$ cat config.mk
export PLATFORM = sky130hd
export DESIGN_NAME = ram_1r1w_pipe
export DESIGN_NICKNAME = d
export VERILOG_FILES = /design/src/rtl/ram_pkg.sv /design/src/rtl/ram_rd_pipe.sv /design/src/rtl/ram_1r1w_pipe.sv
export SDC_FILE = /design/constraint.sdc
export NUM_CORES = 2
export LEC_CHECK = 0
export CORE_UTILIZATION = 52
export CTS_CLUSTER_SIZE = 16
export DETAILED_ROUTE_END_ITERATION = 8
export PLACE_DENSITY = 0.72
export SLEW_MARGIN = 15
export SYNTH_ARGS = -nofsm -noshare
export SYNTH_HDL_FRONTEND = slang
export SYNTH_SLANG_ARGS = --single-unit
export TNS_END_PERCENT = 100
$ cat constraint.sdc
create_clock -name clk_i -period 3.1 [get_ports clk_i]
set_input_delay 0.775 -clock clk_i [delete_from_list [all_inputs] [get_ports clk_i]]
set_output_delay 0.775 -clock clk_i [all_outputs]
set_load 0.005 [all_outputs]
$ cat src/rtl/ram_pkg.sv
// Shared types and limits for the 1R1W pipelined RAM.
package ram_pkg;

   // Read-during-write policy when a read and a write hit the same word on one edge.
   typedef enum logic {RDW_OLD, RDW_NEW} rdw_mode_e;

   // Deepest supported read pipeline (request edge to rd_valid_o).
   localparam int unsigned MaxReadLatency = 3;

endpackage

$ cat src/rtl/ram_rd_pipe.sv
// Valid+data delay line. Data registers load only when a valid entry
// arrives, so the last stage holds its value between reads.
module ram_rd_pipe #(
   parameter int unsigned Width  = 8,
   parameter int unsigned Stages = 1
) (
   input  logic             clk_i,
   input  logic             rst_i,
   input  logic             vld_i,
   input  logic [Width-1:0] data_i,
   output logic             vld_o,
   output logic [Width-1:0] data_o
);

   if (Stages == 0) begin : g_thru
      // No extra registers: clock and reset are intentionally unused here.
      logic unused_clk_rst;
      assign unused_clk_rst = clk_i ^ rst_i;
      assign vld_o  = vld_i;
      assign data_o = data_i;
   end else begin : g_pipe
      logic [Stages:0]            vld_pipe;
      logic [Stages:0][Width-1:0] data_pipe;
      logic [Stages:1]            vld_d, vld_q;
      logic [Stages:1][Width-1:0] data_d, data_q;

      // Shift valid every cycle; advance data only behind a valid bit.
      always_comb begin
         vld_pipe  = {vld_q, vld_i};
         data_pipe = {data_q, data_i};
         vld_d     = '0;
         data_d    = data_q;
         for (int i = 1; i <= int'(Stages); i++) begin
            vld_d[i] = vld_pipe[i-1];
            if (vld_pipe[i-1]) data_d[i] = data_pipe[i-1];
         end
      end

      // Pipeline registers; reset drops anything in flight.
      always_ff @(posedge clk_i or posedge rst_i) begin
         if (rst_i) begin
            vld_q  <= '0;
            data_q <= '0;
         end else begin
            vld_q  <= vld_d;
            data_q <= data_d;
         end
      end

      assign vld_o  = vld_q[Stages];
      assign data_o = data_q[Stages];
   end

endmodule

$ cat src/rtl/ram_1r1w_pipe.sv
// Single-read single-write RAM with lane write enables, 1..3 cycle read
// latency, selectable read-during-write policy and held read data.
module ram_1r1w_pipe
   import ram_pkg::*;
#(
   parameter int unsigned Width       = 8,
   parameter int unsigned LaneWidth   = 8,
   parameter int unsigned Depth       = 512,
   parameter int unsigned ReadLatency = 1,
   parameter rdw_mode_e   RdwMode     = RDW_OLD,
   localparam int unsigned AddrWidth  = $clog2(Depth),
   localparam int unsigned Lanes      = Width / LaneWidth
) (
   input  logic                 clk_i,
   input  logic                 rst_i,
   input  logic                 wr_valid_i,
   input  logic [AddrWidth-1:0] wr_addr_i,
   input  logic [Width-1:0]     wr_data_i,
   input  logic [Lanes-1:0]     wr_lane_i,
   input  logic                 rd_valid_i,
   input  logic [AddrWidth-1:0] rd_addr_i,
   output logic [Width-1:0]     rd_data_o,
   output logic                 rd_valid_o
);

   if (Width % LaneWidth != 0) begin : g_bad_width
      $error("ram_1r1w_pipe: Width must be a multiple of LaneWidth");
   end
   if (ReadLatency < 1 || ReadLatency > MaxReadLatency) begin : g_bad_latency
      $error("ram_1r1w_pipe: ReadLatency must be 1, 2 or 3");
   end
   if (Depth < 2) begin : g_bad_depth
      $error("ram_1r1w_pipe: Depth must be at least 2");
   end

   // Extra bit so Depth itself is representable for power-of-two depths.
   localparam logic [AddrWidth:0] DepthLim = (AddrWidth + 1)'(Depth);

   logic [Width-1:0] mem [Depth];

`ifndef SYNTHESIS
   initial begin
      for (int i = 0; i < int'(Depth); i++) mem[i] = '0;
   end
`endif

   logic             wr_en, rd_en, rd_in_rng, rdw_hit;
   logic [Width-1:0] wr_mask, rd_word;
   logic             s1_vld_d, s1_vld_q;
   logic [Width-1:0] s1_data_d, s1_data_q;

   // Request qualification; nothing is accepted while reset is high.
   always_comb begin
      wr_en     = wr_valid_i && !rst_i && ({1'b0, wr_addr_i} < DepthLim);
      rd_en     = rd_valid_i && !rst_i;
      rd_in_rng = {1'b0, rd_addr_i} < DepthLim;
   end

   // Array write: only enabled lanes change.
   always_ff @(posedge clk_i) begin
      if (wr_en) begin
         for (int k = 0; k < int'(Lanes); k++) begin
            if (wr_lane_i[k]) mem[wr_addr_i][k*LaneWidth +: LaneWidth] <= wr_data_i[k*LaneWidth +: LaneWidth];
         end
      end
   end

   // Stage 1 input: array word (0 when out of range) with optional same-edge bypass.
   always_comb begin
      wr_mask = '0;
      for (int k = 0; k < int'(Lanes); k++) wr_mask[k*LaneWidth +: LaneWidth] = {LaneWidth{wr_lane_i[k]}};
      rd_word   = rd_in_rng ? mem[rd_addr_i] : '0;
      rdw_hit   = (RdwMode == RDW_NEW) && wr_en && rd_en && (wr_addr_i == rd_addr_i);
      s1_vld_d  = rd_en;
      s1_data_d = s1_data_q;
      if (rd_en) s1_data_d = rdw_hit ? ((rd_word & ~wr_mask) | (wr_data_i & wr_mask)) : rd_word;
   end

   // Stage 1 capture; data holds when no read is issued.
   always_ff @(posedge clk_i or posedge rst_i) begin
      if (rst_i) begin
         s1_vld_q  <= 1'b0;
         s1_data_q <= '0;
      end else begin
         s1_vld_q  <= s1_vld_d;
         s1_data_q <= s1_data_d;
      end
   end

   ram_rd_pipe #(
      .Width  (Width),
      .Stages (ReadLatency - 1)
   ) u_rd_pipe (
      .clk_i  (clk_i),
      .rst_i  (rst_i),
      .vld_i  (s1_vld_q),
      .data_i (s1_data_q),
      .vld_o  (rd_valid_o),
      .data_o (rd_data_o)
   );

endmodule

Yosys cells after proc, flatten, opt, wreduce, memory -nomap -nowiden
Memories as Yosys holds them, arrays and structs flattened. A register that Yosys moved wholly into a read port is not among the register bits.
Cells that the tools add are included.
Word-level totals
  bits in registers: 1
  RAM bits: 4096
  input bits: 31
  output and inout port bits: 9
  logic and storage cells: 8
  memories kept: 1
Operators by class
  mux-type cells: 3
  reduce and logical (&&, ||, !) cells: 3
Memories
  mem: words 512, bits a word 8, read ports 1, clocked after Yosys merged registers in 1, wr ports 1, RTL line ram_1r1w_pipe.sv:39  | logic [Width-1:0] mem [Depth];
Operators by type and width (count)
  $mux 1: 3
  $logic_and 1x1->1: 2
  $logic_not 1->1: 1

Longest topological paths before layout
  depth in word-level cells: 4
  mapped depth: 13
  depth with buffers taken out: 8

Cells and area by module
From an unflattened synthesis, not the netlist that was laid out.
Unflattened totals
  cells, all modules: 7508
  area, all modules: 160062.3 um^2
Modules (own cells, without submodules)
  ram_1r1w_pipe: instances 1, cells each 7499, area each 159994.7 um^2, seq. area each 123223.2 um^2
  ram_rd_pipe: instances 1, cells each 9, area each 67.6 um^2, seq. area each 0.0 um^2

Worst setup path before layout
Ideal clock, no wire load.
  kind: input to register
  start point: input port rd_addr_i[0]
  end point: register s1_data_q[4], read port of mem
  library setup time: 134 ps
  data arrival time: 2911 ps
  required time: 2966 ps
  path slack: 55 ps
  stages on the path: 12
  path buffers: 6
  cells stage by stage: buf_6 -> buf_6 -> buf_6 -> buf_6 -> buf_6 -> buf_4 -> mux2i_1 -> o22ai_1 -> a2111oi_0 -> o22ai_1 -> o31ai_1 -> o211ai_1
RTL lines
  start: declaration: RTL line ram_1r1w_pipe.sv:21  | input logic [AddrWidth-1:0] rd_addr_i,
  end: declaration: RTL line ram_1r1w_pipe.sv:50  | logic [Width-1:0] s1_data_d, s1_data_q;

==> impl_metrics.csv <==
group,metric,value,unit
synthesis,postSynthCellCount,7482,
synthesis,syn_area,158800,um^2
pwr,total_leakage_power,63.73,nW
status,outcome,"finished with violations",
pwr,switching_share,21.75,%
route,drt-vias-per-instance,6.510,
clock_tree,clkTransAtPathRegs,0.07,ns
sta,fin_skew,0.08913,ns
critical_path,critPathSlowestCell,"nor4_1",
route,wl_per_cell,33.87,um
grt,antenna_found_initial,21,
clock_tree,ctsHoldBuffers,0,
synthesis,synth-warning-count,0,
floorplanning,pin_count,40,
synthesis,synth_ff_type,"edfxtp_1",
sta,max_slew_margin,18.98,%
critical_path,crit_fanout,14,
sta,setup_slack,-0.09810,ns
synthesis,synth_area_leaders,"edfxtp_1 (77%), mux4_2 (13%), mux2i_1 (1.6%)",
finish,drive_above_1_share,35.72,%
critical_path,cp-start-kind,"primary input",
synthesis,ys_seq_area_share,77.61,%
critical_path,crit_type,"primary input to register",
floorplanning,die-area,307500,um^2
route,ant_nets,0,
finish,final_util,63.15,%
sta,fmax,312.7,MHz
critical_path,crit_path_end_kind,"register",
sta,finalCriticalPeriod,3.198,ns
pwr,switching_power,25.50,mW
critical_path,crit_top_cell,"buf_4",
clock_tree,cts.path.max_buffers,4,
sta,rsz0062_at_grt,"no",
run,cap_violations,0,
sta,worst_pin_slew,1.204,ns
synthesis,synth_cell_types,71,
synthesis,yosysTopAreaCellShare,77.47,%
sta,setup_viol,2,
floorplanning,core,303300,um^2
critical_path,path_cells,"buf_8 > buf_12 > buf_4 > buf_4 > mux2i_1 > a22oi_1 > a41oi_1 > o21ai_0 > nor4_1 > or4_1 > o211ai_1",
sta,hold_viol,0,
place,placed_cell_area,178100,um^2
sta,tns,-0.1476,ns
synthesis,ys_ff_latch,4105,
pwr,ir_drop,0.5587,mV
pwr,clkPwrFrac,42.0,%
finish,fin_area,191500,um^2
grt,grt_start_max_net_pins,137,
place,hpwlAfterDp,309200,um
grt,grt_pass1_vias,87980,
critical_path,cp_data_arrival_time,4.05,ns
clock_tree,htreeDepth,5,
route,routed-via-count,88570,
critical_path,slowest_delay,1.03,ns
pwr,internal_power,91.75,mW
synthesis,synth-async-reset-ratio,0.2192,%
clock_tree,cts_sinks,4105,
route,wl,460800,um
route,dr.pass1.iters,6,
finish,area_growth,20.64,%
sta,drv_slew,0,
critical_path,cp.buffers_inverters,4,
clock_tree,cts_tree,"done",
finish,fillers,19510,
critical_path,path_delay_family,"simple AND/OR/NAND/NOR gates",
floorplanning,initial_core_util,52.35,%
synthesis,syn_avg_cell_area,21.22,um^2
grt,overflow,0,
clock_tree,clock_latency,0.98,ns
clock_tree,numCtsBuffers,405,
synthesis,synthesis.nets,7513,
place,io_buffers,39,
synthesis,synth_edf_count,4096,
critical_path,worst_ep_required_time,3.96,ns
grt,grt_usage,29.89,%
pwr,pwr-share-comb,5.8,%
status,violations,"negative setup slack",
route,drcViolationCount,0,
finish,nets,9297,
place,place.gp.congestion,0.9623,
sta,finalCritPeriodShare,103.2,%
floorplanning,core.rowCount,202,
synthesis,yosysTopAreaCell,"edfxtp_1",
pwr,powerDensity,612.2,nW/um^2
route,first_iter_violations,13980,
grt,grt_pass1_wl,649600,um
floorplanning,chipHeight,554.6,um
floorplanning,die_w,554.6,um
clock_tree,cts_setup_buffers,0,
min_path,min_path_type,"primary input to register",
pwr,p_seq_share,52.1,%
clock_tree,clockRootBuffer,"clkbuf_16",
[metal layers]
metal	GRT usage, %	wire length, um	up-vias
met5	0	95	-
met4	14.24	25490	14
met3	7.834	62660	1104
met2	45.73	212600	6638
met1	40.34	160000	45870
li1	-	-	34950
[stage by stage]
stage	power (mW)	instances	hold slack, ns	setup slack (ns)
floorplan	65.09	7482	0.4730	0.05526
global placement	68.84	12840	0.7100	-1.333
detailed placement	68.97	12840	0.7142	-1.335
CTS	117.4	13590	0.2106	0.05593
global route	119.6	13590	0.2422	0.03277
finish	117.3	13610	0.2689	-0.09810
[power groups by stage]
stage          Clock [mW]  Sequential [mW]  Combinational, mW
6_report             49.3             61.1               6.85
5_1_grt              51.5             61.1               6.98
4_1_cts              49.5             61.1               6.71
3_5_place_dp            0             62.3               6.65
3_3_place_gp            0             62.3               6.52
2_1_floorplan           0             62.3               2.81
[cell families after synthesis]
| family | Yosys count | synth area share [%] |
|---|---|---|
| multiplexers | 1223 | 15.11 |
| buffers and inverters | 473 | 1.621 |
| AND/OR/NAND/NOR | 1033 | 2.772 |
| AO/OA/AOI/OAI | 648 | 2.880 |
| flip-flops | 4105 | 77.61 |
[worst reg2reg max path, delay by kind of cell, from the launching register on]
| family | cells | cell delay (ns) |
|---|---|---|
| buf+inv | 2 | 0.38 |
| mux | 1 | 0.48 |
| flops | 1 | 0.37 |
| simple gates | 1 | 0.10 |
| compound gates | 5 | 1.49 |
[area by class of cell]
cell class              count  area (um^2)  area share (%)
inverters                  10        42.54         0.02221
diodes                     16        40.04         0.02090
well taps                3978         4977           2.599
clock inverters           266         2850           1.488
repair buffers           1840        16610           8.672
multi-input cells        2904        33290           17.38
flip-flops and latches   4105       123200           64.33
clock buffers             487        10510           5.484
[cells in the mapped netlist, types with 18 or more instances]
library cell,number
a211oi_1,28
nand2_1,203
o21ai_0,47
clkbuf_1,211
nor4_1,22
buf_4,71
a21oi_1,73
buf_2,110
edfxtp_1,4096
nand4_1,20
o22ai_1,128
nor2_1,579
mux4_2,936
mux2_2,36
nand3_1,73
a31oi_1,29
buf_1,19
nand2b_1,18
a221oi_1,23
buf_6,51
a22oi_1,178
o221ai_1,38
nor3_1,41
mux2i_1,251
nor2b_1,18
[final timing paths]
| kind | endpoint | slack, ns | depth (start not counted) | from |
|---|---|---|---|---|
| worst min register to register | s1_data_q[3] | 0.72 | 2 | s1_data_q[3] |
| worst max-delay path | s1_data_q[4] | -0.1 | 11 | rd_addr_i[1] |
| max in group asynchronous | s1_data_q[1] | 2.41 | 5 | rst_i |
| min in group asynchronous | s1_data_q[5] | 0.49 | 5 | rst_i |
| worst min-delay path | mem[17][0] | 0.27 | 1 | wr_data_i[0] |
| worst max register to register | s1_data_q[1] | 0.15 | 9 | mem[43][1] |
[what timing repair did]
| item | CTS | global route |
|---|---|---|
| gates cloned | 0 | 0 |
| gates resized for setup | 6 | 6 |
| endpoints found under the setup margin | 3 | 6 |
[flip-flops by register name, indices dropped and copies added, names as in the netlist]
| register | count |
|---|---|
| mem | 4096 |
| s1_vld_q | 1 |
| s1_data_q | 8 |
[layout by cell type (no fill, tap or decap), types with 24 or more instances in the layout]
cell type / count
mux4_2: 936
nor2_1: 576
o22ai_1: 128
clkbuf_1: 78
a22oi_1: 178
a21oi_1: 73
mux2_2: 36
clkdlybuf4s50_1: 24
o21ai_0: 46
buf_12: 211
bufinv_16: 44
nand3_1: 69
nor3_1: 37
nand2_1: 190
buf_4: 1590
edfxtp_1: 4096
a211oi_1: 27
mux2i_1: 251
a31oi_1: 29
clkinv_1: 89
clkbuf_16: 407
clkinv_2: 84
o221ai_1: 38
No activity file was read; power rests on OpenSTA's default activity.
